[config.mk]
export PLATFORM = sky130hd
export DESIGN_NAME = control_unit
export DESIGN_NICKNAME = d
export VERILOG_FILES = /design/src/rtl/cpu_pkg.sv /design/src/rtl/ir_decode.sv /design/src/rtl/control_unit.sv
export SDC_FILE = /design/constraint.sdc
export NUM_CORES = 1
export LEC_CHECK = 0
export BUFFER_PORTS_ARGS = -buffer_cell sky130_fd_sc_hd__buf_2
export CELL_PAD_IN_SITES_DETAIL_PLACEMENT = 1
export CELL_PAD_IN_SITES_GLOBAL_PLACEMENT = 1
export CORE_MARGIN = 2
export CORE_UTILIZATION = 32
export DETAILED_ROUTE_END_ITERATION = 8
export GPL_ROUTABILITY_DRIVEN = 0
export PLACE_DENSITY = 0.95
export SYNTH_ARGS = -nofsm -noshare
export SYNTH_HDL_FRONTEND = slang
export SYNTH_HIERARCHICAL = 1
export SYNTH_SLANG_ARGS = --single-unit
[constraint.sdc]
create_clock -name clk -period 3.4 [get_ports clk]
set_clock_uncertainty 0.05 [all_clocks]
set_input_delay 0.34 -clock clk [delete_from_list [all_inputs] [get_ports clk]]
set_output_delay 0.34 -clock clk [all_outputs]
set_load 0.005 [all_outputs]
[src/rtl/cpu_pkg.sv]
// Shared CPU definitions: opcodes, IR field positions, sequencer states and
// instruction classes. Used by control_unit, ir_decode, datapath and benches.
package cpu_pkg;

    localparam int OPW_DEF = 5;

    localparam int OP_MSB = 31;
    localparam int OP_LSB = 27;
    localparam int RA_MSB = 26;
    localparam int RA_LSB = 23;
    localparam int RB_MSB = 22;
    localparam int RB_LSB = 19;
    localparam int RC_MSB = 18;
    localparam int RC_LSB = 15;
    localparam int C_MSB  = 18;
    localparam int C_LSB  = 0;

    localparam logic [4:0] OP_LD   = 5'b00000;
    localparam logic [4:0] OP_ST   = 5'b00010;
    localparam logic [4:0] OP_ADD  = 5'b00011;
    localparam logic [4:0] OP_SUB  = 5'b00100;
    localparam logic [4:0] OP_AND  = 5'b00101;
    localparam logic [4:0] OP_OR   = 5'b00110;
    localparam logic [4:0] OP_ROR  = 5'b00111;
    localparam logic [4:0] OP_ROL  = 5'b01000;
    localparam logic [4:0] OP_SHR  = 5'b01001;
    localparam logic [4:0] OP_SHRA = 5'b01010;
    localparam logic [4:0] OP_SHL  = 5'b01011;
    localparam logic [4:0] OP_ADDI = 5'b01100;
    localparam logic [4:0] OP_ANDI = 5'b01101;
    localparam logic [4:0] OP_ORI  = 5'b01110;
    localparam logic [4:0] OP_DIV  = 5'b01111;
    localparam logic [4:0] OP_MUL  = 5'b10000;
    localparam logic [4:0] OP_NEG  = 5'b10001;
    localparam logic [4:0] OP_NOT  = 5'b10010;
    localparam logic [4:0] OP_NOP  = 5'b11010;
    localparam logic [4:0] OP_HALT = 5'b11011;

    typedef enum logic [3:0] {
        S_RST, S_T0, S_T1, S_T2, S_T3, S_T4, S_T5, S_T6, S_T7, S_HALT
    } state_e;

    typedef enum logic [3:0] {
        CL_RTYPE, CL_IMM, CL_LD, CL_ST, CL_MULDIV, CL_UNARY, CL_NOP, CL_HALT, CL_ILLEGAL
    } iclass_e;

endpackage

[src/rtl/ir_decode.sv]
// Combinational opcode decode: instruction class and the ALU code the
// execute phase presents to the datapath.
module ir_decode
    import cpu_pkg::*;
#(
    parameter int OPW = OPW_DEF
) (
    input  logic [OPW-1:0] op_i,
    output iclass_e        cls_o,
    output logic [4:0]     alu_o
);

    always_comb begin
        cls_o = CL_ILLEGAL;
        alu_o = '0;
        case (op_i)
            OP_ADD, OP_SUB, OP_AND, OP_OR, OP_ROR, OP_ROL, OP_SHR, OP_SHRA, OP_SHL: begin
                cls_o = CL_RTYPE;
                alu_o = 5'(op_i);
            end
            OP_ADDI: begin
                cls_o = CL_IMM;
                alu_o = OP_ADD;
            end
            OP_ANDI: begin
                cls_o = CL_IMM;
                alu_o = OP_AND;
            end
            OP_ORI: begin
                cls_o = CL_IMM;
                alu_o = OP_OR;
            end
            // Address generation for memory ops is base + C through the adder.
            OP_LD: begin
                cls_o = CL_LD;
                alu_o = OP_ADD;
            end
            OP_ST: begin
                cls_o = CL_ST;
                alu_o = OP_ADD;
            end
            OP_MUL, OP_DIV: begin
                cls_o = CL_MULDIV;
                alu_o = 5'(op_i);
            end
            OP_NEG, OP_NOT: begin
                cls_o = CL_UNARY;
                alu_o = 5'(op_i);
            end
            OP_NOP:  cls_o = CL_NOP;
            OP_HALT: cls_o = CL_HALT;
            default: ;
        endcase
    end

endmodule

[src/rtl/control_unit.sv]
// Hardwired Moore sequencer for the ELEC374 CPU: fetch T0-T2, execute T3-T7,
// absorbing HALT. Outputs decode only the state register and the IR.
module control_unit
    import cpu_pkg::*;
#(
    parameter int OPW = OPW_DEF
) (
    input  logic        clk,
    input  logic        clr,
    input  logic [31:0] ir,
    input  logic        mem_rdy,
    output logic        Gra,
    output logic        Grb,
    output logic        Grc,
    output logic        Rin,
    output logic        Rout,
    output logic        BAout,
    output logic        PCout,
    output logic        IncPC,
    output logic        MARin,
    output logic        MDRin,
    output logic        MDRout,
    output logic        IRin,
    output logic        Yin,
    output logic        Zin,
    output logic        Zlowout,
    output logic        Zhighout,
    output logic        HIin,
    output logic        LOin,
    output logic        Cout,
    output logic        Read,
    output logic        Write,
    output logic [4:0]  alu_control,
    output logic        run,
    output logic        illegal,
    output state_e      state_o
);

    state_e      state_q, state_d;
    iclass_e     cls;
    logic [4:0]  alu_code;
    logic        unused_ir_fields;

    // Register fields are consumed by the datapath's own decoder, not here.
    assign unused_ir_fields = ^ir[31-OPW:0];

    ir_decode #(.OPW(OPW)) u_ir_decode (
        .op_i  (ir[OP_MSB -: OPW]),
        .cls_o (cls),
        .alu_o (alu_code)
    );

    assign state_o = state_q;

    always_ff @(posedge clk or negedge clr) begin
        if (!clr) state_q <= S_RST;
        else      state_q <= state_d;
    end

    // Memory handshake: Read/Write is a request held high every cycle of a
    // wait state; the rising edge that samples mem_rdy=1 completes the
    // transfer and advances the state (one cycle if mem_rdy is already high).
    always_comb begin
        state_d = state_q;
        case (state_q)
            S_RST: state_d = S_T0;
            S_T0:  state_d = S_T1;
            S_T1:  state_d = mem_rdy ? S_T2 : S_T1;
            S_T2:  state_d = S_T3;
            S_T3: begin
                case (cls)
                    CL_NOP, CL_ILLEGAL: state_d = S_T0;
                    CL_HALT:            state_d = S_HALT;
                    default:            state_d = S_T4;
                endcase
            end
            S_T4:  state_d = (cls == CL_UNARY) ? S_T0 : S_T5;
            S_T5: begin
                case (cls)
                    CL_LD, CL_ST, CL_MULDIV: state_d = S_T6;
                    default:                 state_d = S_T0;
                endcase
            end
            S_T6: begin
                case (cls)
                    CL_LD:   state_d = mem_rdy ? S_T7 : S_T6;
                    CL_ST:   state_d = S_T7;
                    default: state_d = S_T0;
                endcase
            end
            S_T7: begin
                if (cls == CL_ST) state_d = mem_rdy ? S_T0 : S_T7;
                else              state_d = S_T0;
            end
            S_HALT: state_d = S_HALT;
            default: state_d = S_RST;
        endcase
    end

    always_comb begin
        {Gra, Grb, Grc, Rin, Rout, BAout, PCout, IncPC, MARin, MDRin, MDRout, IRin} = '0;
        {Yin, Zin, Zlowout, Zhighout, HIin, LOin, Cout, Read, Write, illegal} = '0;
        alu_control = '0;
        run = (state_q != S_RST) && (state_q != S_HALT);
        case (state_q)
            S_T0: {PCout, MARin, IncPC} = '1;
            S_T1: {Read, MDRin} = '1;
            S_T2: {MDRout, IRin} = '1;
            S_T3: begin
                case (cls)
                    CL_RTYPE, CL_IMM: {Grb, Rout, Yin} = '1;
                    CL_LD, CL_ST:     {Grb, BAout, Yin} = '1;
                    CL_MULDIV:        {Gra, Rout, Yin} = '1;
                    CL_UNARY: begin
                        {Grb, Rout, Zin} = '1;
                        alu_control = alu_code;
                    end
                    CL_ILLEGAL:       illegal = 1'b1;
                    default: ;
                endcase
            end
            S_T4: begin
                case (cls)
                    CL_RTYPE: begin
                        {Grc, Rout, Zin} = '1;
                        alu_control = alu_code;
                    end
                    CL_IMM, CL_LD, CL_ST: begin
                        {Cout, Zin} = '1;
                        alu_control = alu_code;
                    end
                    CL_MULDIV: begin
                        {Grb, Rout, Zin} = '1;
                        alu_control = alu_code;
                    end
                    CL_UNARY: {Zlowout, Gra, Rin} = '1;
                    default: ;
                endcase
            end
            S_T5: begin
                case (cls)
                    CL_RTYPE, CL_IMM: {Zlowout, Gra, Rin} = '1;
                    CL_LD, CL_ST:     {Zlowout, MARin} = '1;
                    CL_MULDIV:        {Zlowout, LOin} = '1;
                    default: ;
                endcase
            end
            S_T6: begin
                case (cls)
                    CL_LD:     {Read, MDRin} = '1;
                    CL_ST:     {Gra, Rout, MDRin} = '1;
                    CL_MULDIV: {Zhighout, HIin} = '1;
                    default: ;
                endcase
            end
            S_T7: begin
                case (cls)
                    CL_LD:   {MDRout, Gra, Rin} = '1;
                    CL_ST:   Write = 1'b1;
                    default: ;
                endcase
            end
            default: ;
        endcase
    end

endmodule
==> results of run 1 <==
-- worst paths after layout --
kind	startpoint	end	slack (ns)	cells past startpoint
max in group asynchronous	clr	state_o[0]	2.80	2
hold / removal	clr	state_o[2]	0.39	2
hold reg to reg	state_o[3]	state_o[1]	0.75	1
min in group clk	mem_rdy	state_o[0]	0.44	3
setup / recovery	ir[31]	Gra	0.49	8
setup reg to reg	state_o[0]	state_o[3]	1.54	3
-- final cells by class --
cell class              instances  area (um^2)  share of cell area
flip-flops and latches          4          100              0.0763
clock buffers                   3         22.5              0.0172
inverters                       6         22.5              0.0172
multi-input cells             120          873               0.666
repair buffers                 44          235               0.179
well taps                      46         57.6              0.0439
-- report_power, final --
part           leakage [nW]  internal (W)   total, W  switching (W)
Combinational         0.517      0.000199   0.000390       0.000191
Sequential           0.0499     0.0000652   0.000159      0.0000940
Clock                0.0138     0.0000396  0.0000610      0.0000214
-- per-stage QoR --
step	instance area (um^2)	cells	worst slack, ns	total power [W]	utilization
floorplan	1110	150	1.19	0.000419	-
global placement	1280	219	0.588	0.000527	0.383
detailed placement	1280	219	0.539	0.000548	0.383
CTS	1310	223	0.524	0.000611	0.393
global route	1310	223	0.257	0.000663	0.393
finish	1310	223	0.487	0.000611	0.393
-- worst max-delay path, delay by kind of cell --
kind                   cells  cell delay (ns)
multiplexers               1             0.10
AND/OR/NAND/NOR            4             1.00
AO/OA/AOI/OAI              1             0.77
buffers and inverters      2             0.30
-- cell usage in the layout, fill, tap and decap left out, drive strengths merged, types with 4 or more instances in the layout --
cell type  instances
nor3               5
a21boi             6
dfrtp              4
nand2              6
nor2b              5
nor2              10
o22ai              4
inv                6
or4b               4
a21oi              7
nand4bb            5
o21ai              5
nand2b             4
buf               43
-- repair_timing --
item | CTS | global route
endpoints found under the setup margin | 0 | 0
setup buffers | 0 | 0
hold endpoints to repair | 4 | 0
hold buffers | 1 | 0
-- cells by family after synthesis --
logic type / count (synthesis)
AO/OA/AOI/OAI: 48
XOR/XNOR: 1
buffers and inverters: 26
flip-flops: 4
multiplexers: 2
AND/OR/NAND/NOR: 69
-- per-layer routing --
layer  GRT usage  up-vias
met5           0        -
li1            -      621
met3      0.0162        6
met1       0.220      624
met4      0.0389        0
met2       0.319       38
==> impl_metrics.env, run 1 <==
export IMPL_die_height_um=63.0
export IMPL_cts_tree="yes"
export IMPL_setup_worst_path_end_class="output port"
export IMPL_full_die_area_um2=3970
export IMPL_synthesis_yosys_warnings=6
export IMPL_detailed_place_hpwl_mm=2.57
export IMPL_power_static_leakage_nw=0.580
export IMPL_ioPinCount=67
export IMPL_critical_path_slowest_cell="sky130_fd_sc_hd__o2bb2ai_1"
export IMPL_buffer_ports_inserted=39
export IMPL_max_clock_freq_ghz=0.343
export IMPL_synth_simple_gate_area_frac=0.443
export IMPL_critPathMaxStageDelay_ns=0.77
export IMPL_worstSetupPathType="in2out"
export IMPL_grtUsageTotal=0.175
export IMPL_yosysSeqAreaShare=0.0899
export IMPL_post_synth_inst_count=150
export IMPL_cts_sinks=4
export IMPL_wl_per_cell_um=15.6
export IMPL_remaining_antenna_violation_count_after_routing=0
export IMPL_ir_worst_vdd_uv=147
export IMPL_dominant_register_cell_in_the_synthesized_netlist="sky130_fd_sc_hd__dfrtp_1"
export IMPL_critPathArrivalTime_ns=2.52
export IMPL_post_cts_resized_instances=0
export IMPL_min_period_ns=2.91
export IMPL_detailroute_via_count=1289
export IMPL_yosys_area_share_xor_xnor=0.00787
export IMPL_drive_above_1_share=0.333
export IMPL_setup_repair_after_global_routing_missed_its_margin="false"
export IMPL_post_synth_top_area_cell="sky130_fd_sc_hd__dfrtp_1"
export IMPL_setup_viol=0
export IMPL_syn_std_cell_area_um2=1110
export IMPL_worst_hold_check_slack_ns=0.385
export IMPL_synthMuxAreaShare=0.0191
export IMPL_floorplan_core_area_um2=3340
export IMPL_vias_per_cell=5.78
export IMPL_critical_path_launch_point_type="input pin"
export IMPL_grt_antenna_before_repair=0
export IMPL_met3_wirelength_um=131
export IMPL_drt_pass1_iterations=4
export IMPL_worst_slew_pin_slew_ns=0.964
export IMPL_fp_dieW_um=63.0
export IMPL_largest_register_ffs=4
export IMPL_main_combinational_cell_family_by_area_after_synthesis="simple AND/OR/NAND/NOR gates"
export IMPL_cap_viol_max_count=0
export IMPL_wirelength_mm=3.48
export IMPL_synth_adder_area_share=0
export IMPL_cts_htree_levels=1
export IMPL_initial_core_utilization=0.334
export IMPL_run_status="complete, no violations"
export IMPL_synth_lib_cells_used_distinct=62
export IMPL_post_synth_top_count_cell="sky130_fd_sc_hd__nor2_1"
export IMPL_crit_path_frequent_cell="sky130_fd_sc_hd__buf_2"
export IMPL_synth_common_cells="sky130_fd_sc_hd__nor2_1, sky130_fd_sc_hd__a21oi_1, sky130_fd_sc_hd__buf_2, sky130_fd_sc_hd__inv_1"
export IMPL_grt_first_pass_wirelength_mm=5.84
export IMPL_synth_edf_count=0
export IMPL_grt_start_max_net_pins=24
export IMPL_pins_over_their_slew_limit=0
export IMPL_ys_ff_latch=4
export IMPL_critical_path_cell_chain="buf_2 -> and2b_1 -> mux2i_1 -> o2bb2ai_1 -> nor4b_1 -> nand2b_1 -> or3b_1 -> buf_2"
export IMPL_clkTransAtPathRegs_ns=0.04
export IMPL_post_route_drc=0
export IMPL_synthTopCellsByArea="sky130_fd_sc_hd__dfrtp_1, sky130_fd_sc_hd__nand4bb_1, sky130_fd_sc_hd__or4b_1"
export IMPL_worst_hold_path_type="in2async"
export IMPL_cts_root_to_sink_buffers=2
export IMPL_layout_fillers=450
export IMPL_power_density_nw_per_um2=466
export IMPL_timing_hold_violations_final=0
export IMPL_globalRouteOverflowTotal=0
export IMPL_cp_required_ns=3.01
export IMPL_synth_fp_nets=185
export IMPL_cts_made_buffers=3
export IMPL_finalCritPeriodShare=0.857
export IMPL_insertion_delay_ns=0.24
export IMPL_synth_compound_area_frac=0.315
export IMPL_cts_root_buffer="sky130_fd_sc_hd__clkbuf_4"
export IMPL_detailroute_wirelength_met2_mm=1.73
export IMPL_syn_to_final_growth_pct=17.8
export IMPL_top_signal_layer_used="met4"
export IMPL_num_antenna_cells=0
export IMPL_asyncSetResetFlopFracSynth=1.00
export IMPL_first_global_vias=1206
export IMPL_drt_iter0_markers=55
export IMPL_met1_length_mm=1.59
export IMPL_timing_setup_tns_ns=0
export IMPL_max_slew_margin=0.358
export IMPL_fp_row_count=21
export IMPL_synth_top_cell_area_share=0.0899
export IMPL_num_nets_final=214
export IMPL_worstPathMaxFanout=14
export IMPL_post_synthesis_area_per_instance_um2=7.42
Power figures use the tool's default switching activity.
==> run 2, diff against run 1 <==
clock period = 3.6 ns   (was 3.4 ns; I/O delays follow)
==> run 2 against run 1 <==
Against the previous run:
- via count rose by 0.23%
- die area did not move
- highest routed layer is now met3
- clock power fell by 8.7%
- hold slack improved by 0.028 ns
- first-iteration DRC count rose by 40%
- critical endpoint unchanged
- cell count fell by 0.45%
- critical path type unchanged
- final area fell by 0.57%
- non-clock buffer count fell by 1
- clock-buffer cell count did not move
- sequential power fell by 5%
- total power fell by 5.9%
- flip-flop and latch count did not move
==> impl_metrics.env, run 2 (synthesis gave the netlist of run 1 again) <==
export IMPL_detailed_place_hpwl_mm=2.52
export IMPL_full_die_area_um2=3970
export IMPL_run_status="complete, no violations"
export IMPL_buffer_ports_inserted=39
export IMPL_drt_iter0_markers=77
export IMPL_cts_made_buffers=3
export IMPL_first_global_vias=1234
export IMPL_cts_root_buffer="sky130_fd_sc_hd__clkbuf_4"
export IMPL_report_power_total_w=0.000575
export IMPL_remaining_antenna_violation_count_after_routing=0
export IMPL_cp_required_ns=3.19
export IMPL_swShare=0.501
export IMPL_path_depth_of_the_worst_reg2reg_path=3
export IMPL_timing_setup_tns_ns=0
export IMPL_setup_viol=0
export IMPL_grt_start_max_net_pins=24
export IMPL_fp_row_count=21
export IMPL_insertion_delay_ns=0.23
export IMPL_setup_repair_after_global_routing_missed_its_margin="false"
export IMPL_drive_above_1_share=0.330
export IMPL_regToRegSetupSlack_ns=1.78
export IMPL_wl_per_cell_um=15.7
export IMPL_detailroute_via_count=1292
export IMPL_initial_core_utilization=0.334
export IMPL_timing_rr_start="state_o[0]"
export IMPL_finalCritPeriodShare=0.831
export IMPL_critical_path_launch_point_type="input pin"
export IMPL_cts_tree="yes"
export IMPL_grtUsageTotal=0.176
export IMPL_pins_over_their_slew_limit=0
export IMPL_power_static_leakage_nw=0.576
export IMPL_post_route_drc=0
export IMPL_most_common_layout_cells="sky130_fd_sc_hd__buf_2, sky130_fd_sc_hd__nor2_1, sky130_fd_sc_hd__a21oi_1"
export IMPL_post_cts_resized_instances=0
export IMPL_p_sw_w=0.000288
export IMPL_power_share_clock=0.097
export IMPL_syn_to_final_growth_pct=17.1
export IMPL_min_period_ns=2.99
export IMPL_setup_worst_path_end_class="output port"
export IMPL_internal_power_w=0.000287
export IMPL_worstSetupPathType="in2out"
export IMPL_wirelength_mm=3.48
export IMPL_worst_hold_path_type="in2async"
export IMPL_num_nets_final=213
export IMPL_critPathArrivalTime_ns=2.58
export IMPL_largest_register_ffs=4
export IMPL_fp_dieW_um=63.0
export IMPL_place_detailed_instances=218
export IMPL_layout_commonest_cell="sky130_fd_sc_hd__buf_2"
export IMPL_num_antenna_cells=0
export IMPL_timing_hold_violations_final=0
export IMPL_drt_pass1_iterations=4
export IMPL_vias_per_cell=5.82
export IMPL_timing_rr_end="state_o[3]"
export IMPL_grt_first_pass_wirelength_mm=5.82
export IMPL_ioPinCount=67
export IMPL_post_cts_setup_buffer_count=0
export IMPL_die_height_um=63.0
export IMPL_worstPathMaxFanout=14
export IMPL_grt_antenna_before_repair=0
export IMPL_max_clock_freq_ghz=0.334
export IMPL_cts_htree_levels=1
export IMPL_floorplan_core_area_um2=3340
export IMPL_worst_slew_pin_slew_ns=1.01
export IMPL_power_share_combinational=0.641
export IMPL_finalNonFillerCells=222
export IMPL_cts_sinks=4
export IMPL_clkTransAtPathRegs_ns=0.04
export IMPL_finalWorstSetupSlack_ns=0.608
export IMPL_max_slew_margin=0.326
export IMPL_cts_root_to_sink_buffers=2
export IMPL_cap_viol_max_count=0
export IMPL_setup_slack_placement_ns=0.663
export IMPL_sequentialPowerShare=0.262
export IMPL_power_density_nw_per_um2=441
export IMPL_ir_worst_vdd_uv=138
export IMPL_globalRouteOverflowTotal=0
-- run 2: cell count changes in the layout (fill, tap and decap cells not counted), sizes merged --
cell  change
buf       -1
-- run 2: final cells by class --
class / count / area (um^2)
Clock buffer: 3 / 22.5
Multi-Input combinational cell: 120 / 873
Timing Repair Buffer: 43 / 228
Tap cell: 46 / 57.6
Fill cell: 444 / 2030
Sequential cell: 4 / 100
Inverter: 6 / 22.5
-- run 2: how the worst max path moves through the flow --
stage          startpoint   to  slack, ns  cells after the start
2_1_floorplan      ir[27]  Gra       1.35                      7
3_3_place_gp       ir[31]  Gra       0.75                      8
3_5_place_dp       ir[31]  Gra       0.66                      8
4_1_cts            ir[31]  Gra       0.66                      8
5_1_grt            ir[31]  Gra       0.37                      8
6_report           ir[31]  Gra       0.61                      8
-- run 2: what timing repair did --
action | CTS | global route
setup endpoints to repair | 0 | 0
endpoints found under the hold margin | 4 | 0
hold buffers | 1 | 0
-- run 2: worst max-delay path: stages --
cell and delay [ns]:
sky130_fd_sc_hd__buf_2 0.17, sky130_fd_sc_hd__and2b_1 0.27, sky130_fd_sc_hd__mux2i_1 0.09, sky130_fd_sc_hd__o2bb2ai_1 0.81, sky130_fd_sc_hd__nor4b_1 0.20, sky130_fd_sc_hd__nand2b_1 0.20
sky130_fd_sc_hd__or3b_1 0.35, sky130_fd_sc_hd__buf_2 0.13
-- run 2: power groups by stage --
stage	Combinational, W	Clock (W)	Sequential [W]
4_1_cts	0.000370	0.0000588	0.000150
2_1_floorplan	0.000312	0	0.0000842
3_5_place_dp	0.000367	0	0.000151
5_1_grt	0.000405	0.0000617	0.000158
3_3_place_gp	0.000353	0	0.000144
6_report	0.000368	0.0000557	0.000151
-- run 2: metrics by stage --
step                hold slack (ns)  instance area (um^2)   util
CTS                           0.400                  1300  0.391
detailed placement            0.114                  1270  0.381
finish                        0.413                  1300  0.391
floorplan                    0.0144                  1110      -
global placement              0.114                  1270  0.381
global route                  0.424                  1300  0.391
-- run 2: per-layer routing --
metal / wire [um] / GRT usage / vias to the layer above
met1: 1630 / 0.226 / 640
met2: 1750 / 0.310 / 30
met3: 103 / 0.0198 / 0
met5: 0 / 0 / -
met4: 0 / 0.0417 / 0
li1: - / - / 622
